## src/rtl/mem_pkg.sv

```systemverilog
// Shared memory-access definitions: op encoding used by the MEM-stage decoder
// and the load-extend unit, plus the RMW controller state encoding.
package mem_pkg;

  localparam logic [1:0] MEM_OP_B   = 2'b00;
  localparam logic [1:0] MEM_OP_H   = 2'b01;
  localparam logic [1:0] MEM_OP_W   = 2'b10;
  localparam logic [1:0] MEM_OP_RSV = 2'b11;

  typedef enum logic [1:0] {
    ST_IDLE    = 2'd0,
    ST_RD_WAIT = 2'd1,
    ST_WRITE   = 2'd2,
    ST_RESP    = 2'd3
  } state_e;

  // An access is rejected when the op is reserved or the address is not
  // naturally aligned for its size.
  function automatic logic is_bad_access(input logic [1:0] op, input logic [1:0] off);
    logic bad;
    bad = 1'b0;
    case (op)
      MEM_OP_H: bad = off[0];
      MEM_OP_W: bad = (off != 2'b00);
      MEM_OP_B: bad = 1'b0;
      default:  bad = 1'b1;
    endcase
    return bad;
  endfunction

endpackage

```

## src/rtl/lane_merge.sv

```systemverilog
// Byte/half lane merge for sub-word stores: replaces the addressed lane of the
// old DRAM word with the store data, leaving the other lanes untouched.
module lane_merge
  import mem_pkg::*;
(
  input  logic [1:0]  op_i,
  input  logic [1:0]  off_i,
  input  logic [31:0] old_i,
  input  logic [15:0] wdata_i,
  output logic [31:0] merged_o
);

  // Select the lane from the byte offset; word/reserved ops pass the old word.
  always_comb begin
    merged_o = old_i;
    case (op_i)
      MEM_OP_B: begin
        case (off_i)
          2'd0: merged_o[7:0]   = wdata_i[7:0];
          2'd1: merged_o[15:8]  = wdata_i[7:0];
          2'd2: merged_o[23:16] = wdata_i[7:0];
          2'd3: merged_o[31:24] = wdata_i[7:0];
        endcase
      end
      MEM_OP_H: begin
        if (off_i[1]) merged_o[31:16] = wdata_i;
        else          merged_o[15:0]  = wdata_i;
      end
      default: ;
    endcase
  end

endmodule

```

## src/rtl/mem_rmw_ctrl.sv

```systemverilog
// MEM-stage data-memory controller. Loads read one DRAM word; word stores write
// directly; byte/half stores do read-merge-write. Misaligned or reserved ops
// return an error response without touching DRAM.
//
// Handshake: a request is taken in any cycle where req_valid=1 and req_ready=1
// (req_ready is high only in IDLE). Request inputs are ignored at all other
// times. Every accepted request produces exactly one resp_valid pulse, and
// req_ready stays low from the cycle after acceptance until after that pulse.
module mem_rmw_ctrl
  import mem_pkg::*;
#(
  parameter int ADDR_W = 14,
  parameter int RD_LAT = 1
) (
  input  logic              clk,
  input  logic              rst_n,
  input  logic              req_valid,
  output logic              req_ready,
  input  logic              req_we,
  input  logic [1:0]        req_op,
  input  logic [31:0]       req_addr,
  input  logic [31:0]       req_wdata,
  output logic              resp_valid,
  output logic [31:0]       resp_rdata,
  output logic              resp_err,
  output logic [ADDR_W-1:0] dram_addr,
  output logic              dram_we,
  output logic [31:0]       dram_wdata,
  input  logic [31:0]       dram_rdata
);

  localparam logic [1:0] CNT_INIT = 2'(RD_LAT - 1);

  state_e            state_q;
  logic [1:0]        cnt_q;
  logic [ADDR_W-1:0] addr_q;
  logic [1:0]        op_q;
  logic [1:0]        off_q;
  logic [15:0]       wdata_q;
  logic              store_q;
  logic              err_q;
  logic [31:0]       merged_q;
  logic [31:0]       rdata_q;
  logic [31:0]       merged;

  logic acc_err;
  logic acc_sw;
  logic wr_now;
  logic unused_addr_hi;

  // High address bits are deliberately dropped: no range check.
  assign unused_addr_hi = ^req_addr[31:ADDR_W+2];

  assign acc_err = is_bad_access(req_op, req_addr[1:0]);
  assign acc_sw  = (state_q == ST_IDLE) & req_valid & req_we &
                   (req_op == MEM_OP_W) & ~acc_err;
  // Gated by reset so a pending write is abandoned the moment reset arrives.
  assign wr_now  = rst_n & (acc_sw | (state_q == ST_WRITE));

  assign req_ready  = (state_q == ST_IDLE);
  assign resp_valid = (state_q == ST_RESP);
  assign resp_err   = (state_q == ST_RESP) & err_q;
  assign resp_rdata = rdata_q;
  assign dram_we    = wr_now;

  lane_merge u_lane_merge (
    .op_i    (op_q),
    .off_i   (off_q),
    .old_i   (dram_rdata),
    .wdata_i (wdata_q),
    .merged_o(merged)
  );

  // DRAM address/data: live request address in IDLE, held address while busy.
  always_comb begin
    dram_addr  = '0;
    dram_wdata = '0;
    case (state_q)
      ST_IDLE:               dram_addr = req_valid ? req_addr[ADDR_W+1:2] : '0;
      ST_RD_WAIT, ST_WRITE:  dram_addr = addr_q;
      default:               dram_addr = '0;
    endcase
    if (wr_now) dram_wdata = (state_q == ST_WRITE) ? merged_q : req_wdata;
  end

  // Controller FSM with wait counter and request capture registers.
  always_ff @(posedge clk) begin
    if (!rst_n) begin
      state_q  <= ST_IDLE;
      cnt_q    <= '0;
      addr_q   <= '0;
      op_q     <= '0;
      off_q    <= '0;
      wdata_q  <= '0;
      store_q  <= 1'b0;
      err_q    <= 1'b0;
      merged_q <= '0;
      rdata_q  <= '0;
    end else begin
      case (state_q)
        ST_IDLE: begin
          if (req_valid) begin
            addr_q  <= req_addr[ADDR_W+1:2];
            op_q    <= req_op;
            off_q   <= req_addr[1:0];
            wdata_q <= req_wdata[15:0];
            store_q <= req_we;
            cnt_q   <= CNT_INIT;
            err_q   <= acc_err;
            if (acc_err || acc_sw) state_q <= ST_RESP;
            else                   state_q <= ST_RD_WAIT;
          end
        end
        ST_RD_WAIT: begin
          if (cnt_q == 2'd0) begin
            if (store_q) begin
              merged_q <= merged;
              state_q  <= ST_WRITE;
            end else begin
              rdata_q <= dram_rdata;
              state_q <= ST_RESP;
            end
          end else begin
            cnt_q <= cnt_q - 2'd1;
          end
        end
        ST_WRITE: state_q <= ST_RESP;
        ST_RESP: begin
          err_q   <= 1'b0;
          state_q <= ST_IDLE;
        end
        default: state_q <= ST_IDLE;
      endcase
    end
  end

endmodule
```

## config.mk

```make
export PLATFORM = sky130hd
export DESIGN_NAME = mem_rmw_ctrl
export DESIGN_NICKNAME = d
export VERILOG_FILES = /design/src/rtl/mem_pkg.sv /design/src/rtl/lane_merge.sv /design/src/rtl/mem_rmw_ctrl.sv
export SDC_FILE = /design/constraint.sdc
export NUM_CORES = 1
export LEC_CHECK = 0
export ABC_AREA = 1
export ABC_CLOCK_PERIOD_IN_PS = 2500
export CAP_MARGIN = 10
export CORE_MARGIN = 2
export CORE_UTILIZATION = 35
export CTS_BUF_LIST = sky130_fd_sc_hd__clkbuf_4 sky130_fd_sc_hd__clkbuf_8
export DETAILED_ROUTE_END_ITERATION = 6
export PLACE_DENSITY = 0.75
export SYNTH_ARGS = -nofsm -noshare
export SYNTH_HDL_FRONTEND = slang
export SYNTH_SLANG_ARGS = --single-unit
```

## constraint.sdc

```tcl
create_clock -name clk -period 2.5 [get_ports clk]
set_clock_uncertainty 0.2 [all_clocks]
set_input_delay 0.5 -clock clk [delete_from_list [all_inputs] [get_ports clk]]
set_output_delay 0.5 -clock clk [all_outputs]
set_load 0.01 [all_outputs]
```

==> summary.txt, run 1 <==
Layout
  • Antenna diode count: 0
  • Share of layout cells above drive strength 1: about a fifth
  • Fillers: approximately 1400
  • Layout area overhead: 49.6%
  • Final net count: ~1100
  • Design area: roughly 7800 um^2

Run status
  • Status: finished, violations left
  • Failing checks: setup timing

Global route
  • Total gr overflow: 0
  • Total GRT Usage: ~21%
  • Initial antenna violation count: 0
  • Pin count of the biggest net entering global routing: 89
  • Vias in the first global route: 5420
  • First-pass GRT wire length: 27700 um

Synthesis
  • EDFF count, synth: 0
  • Top cell type's share of synthesized area: roughly two fifths
  • Sequential fraction of the synthesis area: between 30% and 40%
  • Leading post-synthesis cells by cell area: dfxtp_1 (40%), nand2_1 (13%), nor2_1 (9.7%)
  • Most frequent cell after synthesis: nand2_1
  • Seq cells post-synth: between 100 and 150
  • Cells after Synth: 777
  • Async set-or-reset flop fraction in the synthesized netlist: 0%
  • Syn_nets: between 800 and 900
  • Most instantiated cells after synthesis: nand2_1 (182), nor2_1 (135), dfxtp_1 (104)
  • Leading area contributor after synthesis: dfxtp_1
  • Number of distinct library cells after synthesis: 25
  • Mapped cell area: 5240 um^2
  • Primary FF master, synth: dfxtp_1
  • Yosys warns: 0
  • Synthesized area per cell: between 6 and 7 um^2

Power and ir drop
  • Sequential share of power: 33.3%
  • P_leak: roughly 3.4 nW
  • Cell-internal power: 4.22 mW
  • Switching Fraction: roughly two fifths
  • Logic pwr share: 50.5%
  • Clock power share: between 15 and 20%
  • Power Density: between 800 and 900 nW/um^2
  • Worst VDD drop: 464 uV
  • Net switching power figure: roughly 2.8 mW
  • Power, Total: about 7 mW

STA
  • Final Max Tran Viols: 0
  • Final period util: 103%
  • Final setup viols: 11
  • Final hold slack: around 270 ps
  • Final hold viol count: 0
  • Post-Route Setup TNS: -476 ps
  • Tightest Pin Transition: 774 ps
  • Setup ws final: -83.1 ps
  • Fmax: 387 MHz
  • Slew margin rel.: between 40% and 50%
  • Final min period: around 2600 ps
  • RSZ-0062 raised after global routing: true

Clocking
  • CTS Buf Count: 9
  • CTS Sinks: between 100 and 150
  • TritonCTS clock tree: done
  • Clock root buffer: clkbuf_8
  • Clock Path Buffers: 2
  • Htree depth: 3
  • CTS clk-pin slew, worst paths: 100 ps
  • # hold bufs at CTS: 0
  • Clock latency on the worst-skew pair: ~390 ps

Route
  • Drt drc: 0
  • Total Wirelength: 17500 um
  • Drt first-iter violations: 340
  • Drt first pass iters: 5
  • Routed len/inst: 15.2 um
  • Via Count: approximately 5700
  • Vias per inst: a little under 5
  • Antenna viol nets, final: 0

Floorplan
  • Row count: 44
  • Core ar.: about 15000 um^2
  • IO Pins: roughly 180
  • Vert. Die Dim: around 130 um
  • Die Width: roughly 130 um
  • DIE AREA: between 15000 and 20000 um^2
  • Starting Density: between 30% and 40%

Run
  • MaxCap Viol Count: 0

Place
  • Port Buffers: around 170
  • Placer congestion estimate: 0.891
  • Worst slack, placed: -567 ps
  • Detailed Place HPWL: 12200 um
  • Placed Area: between 7000 and 8000 um^2

Critical path
  • Reg2reg path depth: 9
  • Critical Path RT: around 1800 ps
  • Crit end category: output port
  • Startpoint types: flop
  • Worst R2R End: merged_q[7]$_SDFFE_PN0P_
  • Critical R2R Launch: state_q[1]$_SDFFE_PN0P_
  • Setup slack, reg-to-reg: ~440 ps
  • Worst EP arrival: about 1900 ps
  • Crit path kind: reg -> out
  • Critical-path maximum fanout: 11

Worst hold path
  • Min-Delay Path Class: reg -> reg
  • Cell depth of the worst hold path: 2
  • Hold Startpoint: addr_q[5]$_SDFFE_PN0N_
  • Hold EP: addr_q[5]$_SDFFE_PN0N_
kinds of logic after synthesis:
logic type	share of synthesized area, %
adders and majority gates	1.67
muxes	6.11
DFF	39.7
buffers and inverters	7.95
AOI/OAI and AO/OA	18.8
and+or+nand+nor	25.8
worst max-delay path: stages (launching register included):
cell,delay (ps)
dfxtp_2,340
inv_2,70
buf_4,120
ha_4,140
buf_4,150
buf_16,170
mux2i_2,320
nor2_4,60
buf_6,120
stage by stage:
step / utilization, % / cells
after global placement: 50.2 / 1125
final: 53.8 / 1152
after CTS: 52.4 / 1149
after detailed placement: 50.2 / 1125
after floorplan: - / 777
after global routing: 53.8 / 1152
worst max-delay path by stage:
stage,from,end,slack (ps),cells after the start
floorplan,state_q[1]$_SDFFE_PN0P_,dram_wdata[22],310,9
global placement,req_addr[1],dram_wdata[2],-510,10
detailed placement,req_valid,dram_wdata[2],-570,9
CTS,state_q[0]$_SDFFE_PN0P_,dram_wdata[19],-110,11
global route,state_q[0]$_SDFFE_PN0P_,dram_wdata[19],-160,8
finish,state_q[0]$_SDFFE_PN0P_,dram_wdata[19],-80,8
repair_timing:
action                     in CTS  in global routing
gates resized for setup       214                 71
pin swaps                      10                 11
hold endpoints to repair        0                  0
gates cloned                    4                  0
setup buffers                   4                  4
setup endpoints to repair      47                 47
power groups by stage:
| stage | Sequential [mW] | Combinational, mW | Clock [mW] |
|---|---|---|---|
| detailed placement | 2.35 | 3.23 | 0 |
| finish | 2.34 | 3.55 | 1.14 |
| floorplan | 2.39 | 1.69 | 0 |
| global placement | 2.34 | 3.20 | 0 |
| CTS | 2.32 | 3.42 | 1.17 |
| global route | 2.39 | 3.89 | 1.22 |
cell type report:
type	count	area [um^2]	area share, %
well taps	184	230	2.93
inverters	55	213	2.71
clock buffers	10	138	1.75
multi-input cells	574	3050	38.9
repair buffers	219	2050	26.2
flip-flops and latches	104	2080	26.6
clock inverters	6	75.1	0.957
routing by layer:
metal  track usage, %  share of wire (%)  up-vias
li1                 -                  -     2882
met1             27.2                 44     2543
met2             35.8                 47      206
met3             6.16                7.6       25
met4             5.62                2.0        0
met5                0                  0        -
flip-flops by register name, indices dropped and copies added (netlist names):
register	flops
resp_rdata	32
store_q	1
state_q	2
op_q	2
err_q	1
wdata_q	16
merged_q	32
cnt_q	2
addr_q	14
off_q	2
cells in the final DEF (no fill, tap or decap), types with 2 or more instances in the layout:
master / Yosys / routed
buf_6: 0 / 9
buf_12: 0 / 9
nor2_4: 2 / 12
nand2_2: 3 / 7
o21ai_1: 8 / 8
dfxtp_2: 0 / 2
clkbuf_2: 1 / 5
inv_1: 47 / 42
buf_4: 3 / 39
a21oi_1: 75 / 72
nor2_2: 2 / 9
clkinv_1: 3 / 2
inv_2: 5 / 9
dfxtp_1: 104 / 102
ha_2: 0 / 2
clkinv_4: 0 / 3
o211ai_1: 8 / 8
clkbuf_8: 0 / 10
mux2i_4: 0 / 9
clkdlybuf4s50_1: 0 / 112
mux2i_2: 0 / 8
a21oi_2: 0 / 3
nand3_1: 20 / 19
o21ai_0: 95 / 95
nand2_4: 0 / 2
ha_4: 0 / 2
dlygate4sd2_1: 0 / 6
nand2_1: 182 / 176
nor2_1: 135 / 118
buf_2: 26 / 34
ha_1: 7 / 3
mux2i_1: 32 / 15
buf_16: 0 / 3
No activity file was read; power rests on OpenSTA's default activity.
==> run 2, diff against run 1 <==
--- a/config.mk
+++ b/config.mk
@@ -13,4 +13,5 @@
 export CTS_BUF_LIST = sky130_fd_sc_hd__clkbuf_4 sky130_fd_sc_hd__clkbuf_8
 export DETAILED_ROUTE_END_ITERATION = 6
+export HOLD_SLACK_MARGIN = 0.12
 export PLACE_DENSITY = 0.75
 export SYNTH_ARGS = -nofsm -noshare
==> constraint.sdc (replaced) <==
create_clock -name clk -period 2.5 [get_ports clk]
set_clock_uncertainty 0.2 [all_clocks]
set_input_delay 0.5 -clock clk [delete_from_list [all_inputs] [get_ports clk]]
set_output_delay 0.5 -clock clk [all_outputs]
set_load 0.1 [all_outputs]
==> run 2 against run 1 <==
Against the previous run: the flow still finishes with violations (setup timing); final cell count shrank 2.0%; critical path depth is 2 higher; clock power fell by 4%; via count is 1.1% higher; first-iteration DRC count up 5.9%; core utilization grew 3.4 points; flip-flop and latch count is the same; die area did not move; clock-buffer cell count is the same; sequential share of layout area decreased by 1.5 points; critical endpoint is now dram_wdata[11]; largest cell class unchanged; highest routed layer unchanged.
==> summary.txt, run 2 (synthesis gave the netlist of run 1 again) <==
Floorplan
  • Row count: between 40 and 50
  • Core ar.: between 10000 and 15000 um^2
  • Die Width: between 100 and 150 um
  • Vert. Die Dim: ~130 um
  • Starting Density: between 30% and 40%
  • IO Pins: approximately 180
  • DIE AREA: ~16000 um^2

Global route
  • Pin count of the biggest net entering global routing: 84
  • Initial antenna violation count: 1
  • Total gr overflow: 0
  • Vias in the first global route: between 5000 and 6000
  • First-pass GRT wire length: between 20000 and 30000 um
  • Total GRT Usage: 21.5%

Place
  • Detailed Place HPWL: roughly 12000 um
  • Placer congestion estimate: a little over 0.8
  • Port Buffers: 167
  • Placed Area: between 7000 and 8000 um^2

STA
  • Slew margin rel.: approximately 54%
  • Fmax: between 300 and 400 MHz
  • Final setup viols: 33
  • RSZ-0062 raised after global routing: true
  • Final Max Tran Viols: 0
  • Setup ws final: -102 ps
  • Final period util: 104%
  • Post-Route Setup TNS: -2760 ps
  • Tightest Pin Transition: approximately 690 ps
  • Final min period: around 2600 ps
  • Final hold slack: about 270 ps
  • Final hold viol count: 0

Layout
  • Final net count: approximately 1100
  • Footprint of the multi-input gates: ~3200 um^2
  • Most common library cell in the layout ignoring fill and taps: nand2_1
  • Most frequent cells in the layout: nand2_1 (178), dfxtp_1 (102), nor2_1 (101)
  • Share of layout cells above drive strength 1: a little over a fifth
  • Sequential standard cell area: roughly 2100 um^2
  • Fillers: 1301
  • Design area: approximately 8300 um^2
  • Antenna diode count: 0
  • Layout area overhead: 59.2%

Clocking
  • Clock latency on the worst-skew pair: between 300 and 400 ps
  • TritonCTS clock tree: done
  • # hold bufs at CTS: 0
  • Clock Path Buffers: 2
  • Clock root buffer: clkbuf_8
  • CTS clk-pin slew, worst paths: ~90 ps
  • CTS Sinks: about 100
  • CTS Buf Count: 9
  • Htree depth: 3

Power and ir drop
  • P_leak: between 3 and 4 nW
  • Worst VDD drop: between 600 and 700 uV
  • Power Density: 1120 nW/um^2

Critical path
  • Worst-path cell chain: inv_4, ha_4, nand2_4, nor2_4, nand3_2, nand2_4, nand2_8, buf_12, nor2_4, buf_12
  • Worst EP arrival: around 1900 ps
  • Critical Path RT: ~1800 ps
  • Crit path kind: reg -> out
  • Worst path bufs/invs: 3
  • Setup slack, reg-to-reg: around 540 ps
  • Slowest Stage Delay on Critical Path: around 370 ps
  • Family with the most delay on the worst path: simple AND/OR/NAND/NOR gates
  • Startpoint types: flop
  • Worst path slowest cell: dfxtp_4
  • Critical-path maximum fanout: 8
  • Crit end category: output port

Route
  • Drt drc: 0
  • Total Wirelength: 17200 um
  • Antenna viol nets, final: 0
  • Routed len/inst: approximately 15 um
  • Metal-1 WL: between 6000 and 7000 um
  • Uppermost layer routed: met4
  • Drt first-iter violations: between 300 and 400
  • Via Count: 5719
  • Metal2 WL: ~8000 um
  • Drt first pass iters: 5
  • Vias per inst: roughly 5.1
  • Met3 WL: between 1500 and 2000 um

Run
  • MaxCap Viol Count: 0

Run status
  • Status: finished, violations left
  • Failing checks: setup timing

Worst hold path
  • Min-Delay Path Class: reg -> reg
[run 2: power breakdown]
part	total [mW]	internal [mW]	switching, mW
logic	5.95	1.75	4.20
clock network	1.09	0.494	0.593
registers	2.35	2.08	0.265
[run 2: layout make-up]
cell class,instances,share of cell area [%]
repair inverters,1,0.105
inverters,55,2.73
well taps,184,2.76
clock inverters,5,0.765
clock buffers,10,1.65
flip-flops and latches,104,25.0
multi-input cells,574,38.5
repair buffers,196,28.5
[run 2: worst register-to-register path, delay by kind of cell (launching register included)]
kind / cells / cell delay (ps)
flops: 1 / 370
buf+inv: 3 / 440
fa+ha+maj: 1 / 220
simple gates: 5 / 630
[run 2: worst paths after layout]
kind,start,end,cells past startpoint
hold / removal,addr_q[1]$_SDFFE_PN0N_,addr_q[1]$_SDFFE_PN0N_,2
setup / recovery,state_q[1]$_SDFFE_PN0P_,dram_wdata[11],10
hold reg to reg,addr_q[1]$_SDFFE_PN0N_,addr_q[1]$_SDFFE_PN0N_,2
setup reg to reg,state_q[1]$_SDFFE_PN0P_,merged_q[0]$_SDFFE_PN0P_,9
[run 2: what timing repair did]
item / in CTS / in global routing
pin swaps: 14 / 6
buffers inserted: 6 / 3
hold endpoints to repair: 0 / 0
endpoints found under the setup margin: 47 / 44
gates resized for setup: 24 / 4
gates cloned: 2 / 1
[run 2: per-layer routing]
| metal | global-route usage (%) | vias to the layer above |
|---|---|---|
| li1 | - | 2843 |
| met1 | 25.9 | 2603 |
| met2 | 36.5 | 237 |
| met3 | 5.31 | 36 |
| met4 | 8.79 | 0 |
| met5 | 0 | - |
[run 2: stage by stage]
stage                     util (%)  std cells  setup WS (ps)  total power [mW]
after floorplan                  -        777           -150              6.59
after CTS                     57.0       1126           -146              9.38
after global placement        54.5       1103           -257              8.08
after global routing          57.2       1129           -181              9.86
final                         57.2       1129           -102              9.39
after detailed placement      54.5       1103           -281              8.15
==> run 3, diff against run 2 <==
CORE_MARGIN = not set   (was 2)
==> run 3 against run 2 <==
Against the previous run: the run still ends with setup timing left; highest routed layer is now met5; sequential share of layout area fell by 0.80 points; die area fell by 3.1%; final cell count rose by 3.1%; largest power group unchanged; critical path type unchanged.
==> summary.txt, run 3 (synthesis gave the netlist of run 1 again) <==
Run status
  • Status: finished, violations left
  • Failing checks: setup timing

Layout
  • Most common library cell in the layout ignoring fill and taps: nand2_1
  • Fillers: 1304
  • Final net count: about 1100
  • Footprint of the multi-input gates: between 3000 and 4000 um^2
  • Share of layout cells above drive strength 1: about 25%
  • Sequential standard cell area: 2090 um^2
  • Most frequent cells in the layout: nand2_1 (176), dfxtp_1 (102), nor2_1 (101)
  • Core Util, Final: 59.0%
  • Antenna diode count: 0
  • Layout area overhead: 64.2%

Critical path
  • Crit path kind: reg -> out
  • Critical R2R Launch: state_q[1]$_SDFFE_PN0P_
  • Worst EP arrival: ~2000 ps
  • Stages on worst setup path: 11
  • Worst-path cell chain: inv_4, ha_4, nand2_4, nor2_4, nand3_2, nand2_2, nand2_4, buf_12, buf_12, nor2_4, buf_12
  • Slowest Stage Delay on Critical Path: 370 ps
  • Worst R2R End: resp_rdata[23]$_SDFFE_PN0P_
  • Worst path bufs/invs: 4
  • Reg2reg path depth: 9
  • Critical path origin: state_q[1]$_SDFFE_PN0P_
  • Critical Path RT: between 1500 and 2000 ps
  • Worst path slowest cell: dfxtp_4
  • Crit path to: dram_wdata[24]
  • Family with the most delay on the worst path: simple AND/OR/NAND/NOR gates
  • Critical-path maximum fanout: 10
  • Setup slack, reg-to-reg: ~220 ps
  • Crit end category: output port
  • Startpoint types: flop
  • Most common cell on crit path: buf_12

Floorplan
  • Die Width: 124 um
  • DIE AREA: 15500 um^2
  • Core ar.: 14600 um^2
  • Row count: 44
  • IO Pins: 184
  • Vert. Die Dim: about 120 um
  • Starting Density: a little over a third

STA
  • Final hold viol count: 0
  • Slew margin rel.: 54.3%
  • Final hold slack: 271 ps
  • RSZ-0062 raised after global routing: true
  • Fmax: around 370 MHz
  • Final setup viols: 46
  • Final period util: 108%
  • Post-Route Setup TNS: -6050 ps
  • Final min period: about 2700 ps
  • Setup ws final: -206 ps
  • Tightest Pin Transition: a little under 700 ps
  • Final Max Tran Viols: 0

Route
  • Drt first-iter violations: about 450
  • Metal-1 WL: ~7200 um
  • Antenna viol nets, final: 0
  • Uppermost layer routed: met5
  • Vias per inst: between 4 and 5
  • Metal2 WL: just under 9000 um
  • Met3 WL: roughly 1300 um
  • Via Count: about 5800
  • Drt drc: 0
  • Routed len/inst: 15.2 um
  • Total Wirelength: 17700 um
  • Drt first pass iters: 5

Clocking
  • Clock latency on the worst-skew pair: 390 ps
  • CTS clk-pin slew, worst paths: ~110 ps
  • TritonCTS clock tree: done
  • Htree depth: 3
  • Clock Path Buffers: 2
  • CTS Sinks: around 100
  • Clock root buffer: clkbuf_8
  • # hold bufs at CTS: 0
  • CTS Buf Count: 9

Global route
  • First-pass GRT wire length: 27900 um
  • Vias in the first global route: ~5500
  • Pin count of the biggest net entering global routing: between 50 and 60
  • Total GRT Usage: 22.5%
  • Initial antenna violation count: 2
  • Total gr overflow: 0

Power and ir drop
  • P_leak: roughly 3.6 nW
  • Power, Total: approximately 9.6 mW
  • Worst VDD drop: roughly 660 uV
  • Net switching power figure: roughly 5.2 mW
  • Switching Fraction: 53.9%
  • Clock power share: 11.7%
  • Logic pwr share: ~64%
  • Sequential share of power: about a quarter
  • Power Density: roughly 1100 nW/um^2
  • Cell-internal power: approximately 4.4 mW

Worst hold path
  • Min-Delay Path Class: reg -> reg

Run
  • MaxCap Viol Count: 0

Place
  • Placer congestion estimate: 0.870
  • Port Buffers: 167
  • Detailed Place HPWL: roughly 12000 um
[run 3: cell count changes in the layout (fill, tap and decap cells not counted), sizes merged]
cell	delta
clkbuf	+1
clkdlybuf4s15	+1
dlymetal6s2s	-1
dlygate4sd2	-3
clkinvlp	+1
buf	+36
[run 3: metal layers]
layer | global-route usage (%) | vias to the layer above
li1 | - | 2905
met1 | 27.0 | 2652
met2 | 38.3 | 208
met3 | 5.63 | 28
met4 | 8.65 | 2
met5 | 0 | -
[run 3: final cells by class]
class	instances	area share [%]
sequential	104	24.2
clock inverter	7	0.915
clock buffer	9	1.44
tap	184	2.67
inverter	55	2.59
multi-input combinational	574	37.6
timing repair buffer	231	30.5
[run 3: what timing repair did]
action                                  in CTS  in global routing
setup buffers                               23                  6
endpoints found under the setup margin      47                 48
cloned                                       2                  0
pin swaps                                    7                  6
resized for setup                           27                 13
[run 3: worst min-delay path: stages, from the launching register on]
cell and delay [ps]:
dfxtp_1 330, nand2_1 60, a21oi_1 50
[run 3: worst min-delay path by stage]
stage                                  startpoint                      end  slack, ps  cells past startpoint
final                      addr_q[3]$_SDFFE_PN0N_   addr_q[3]$_SDFFE_PN0N_        270                      2
after global routing      addr_q[12]$_SDFFE_PN0N_  addr_q[12]$_SDFFE_PN0N_        290                      2
after CTS                  addr_q[3]$_SDFFE_PN0N_   addr_q[3]$_SDFFE_PN0N_        270                      2
after detailed placement   addr_q[3]$_SDFFE_PN0N_   addr_q[3]$_SDFFE_PN0N_        260                      2
after global placement     addr_q[0]$_SDFFE_PN0N_   addr_q[0]$_SDFFE_PN0N_        250                      2
after floorplan            addr_q[0]$_SDFFE_PN0N_   addr_q[0]$_SDFFE_PN0N_        240                      2
[run 3: through the flow]
step / area, um^2 / instances / setup slack (ps)
2_1_floorplan: 5720 / 777 / -150
3_3_place_gp: 8090 / 1119 / -266
3_5_place_dp: 8090 / 1119 / -286
4_1_cts: 8610 / 1160 / -181
5_1_grt: 8610 / 1164 / -266
6_report: 8610 / 1164 / -206
[run 3: power groups by stage]
stage / registers (mW) / clock network [mW] / logic, mW
floorplan: 3.64 / 0 / 2.95
detailed placement: 2.38 / 0 / 5.83
finish: 2.35 / 1.12 / 6.11
CTS: 2.34 / 1.14 / 6.07
global placement: 2.36 / 0 / 5.78
global route: 2.39 / 1.22 / 6.42
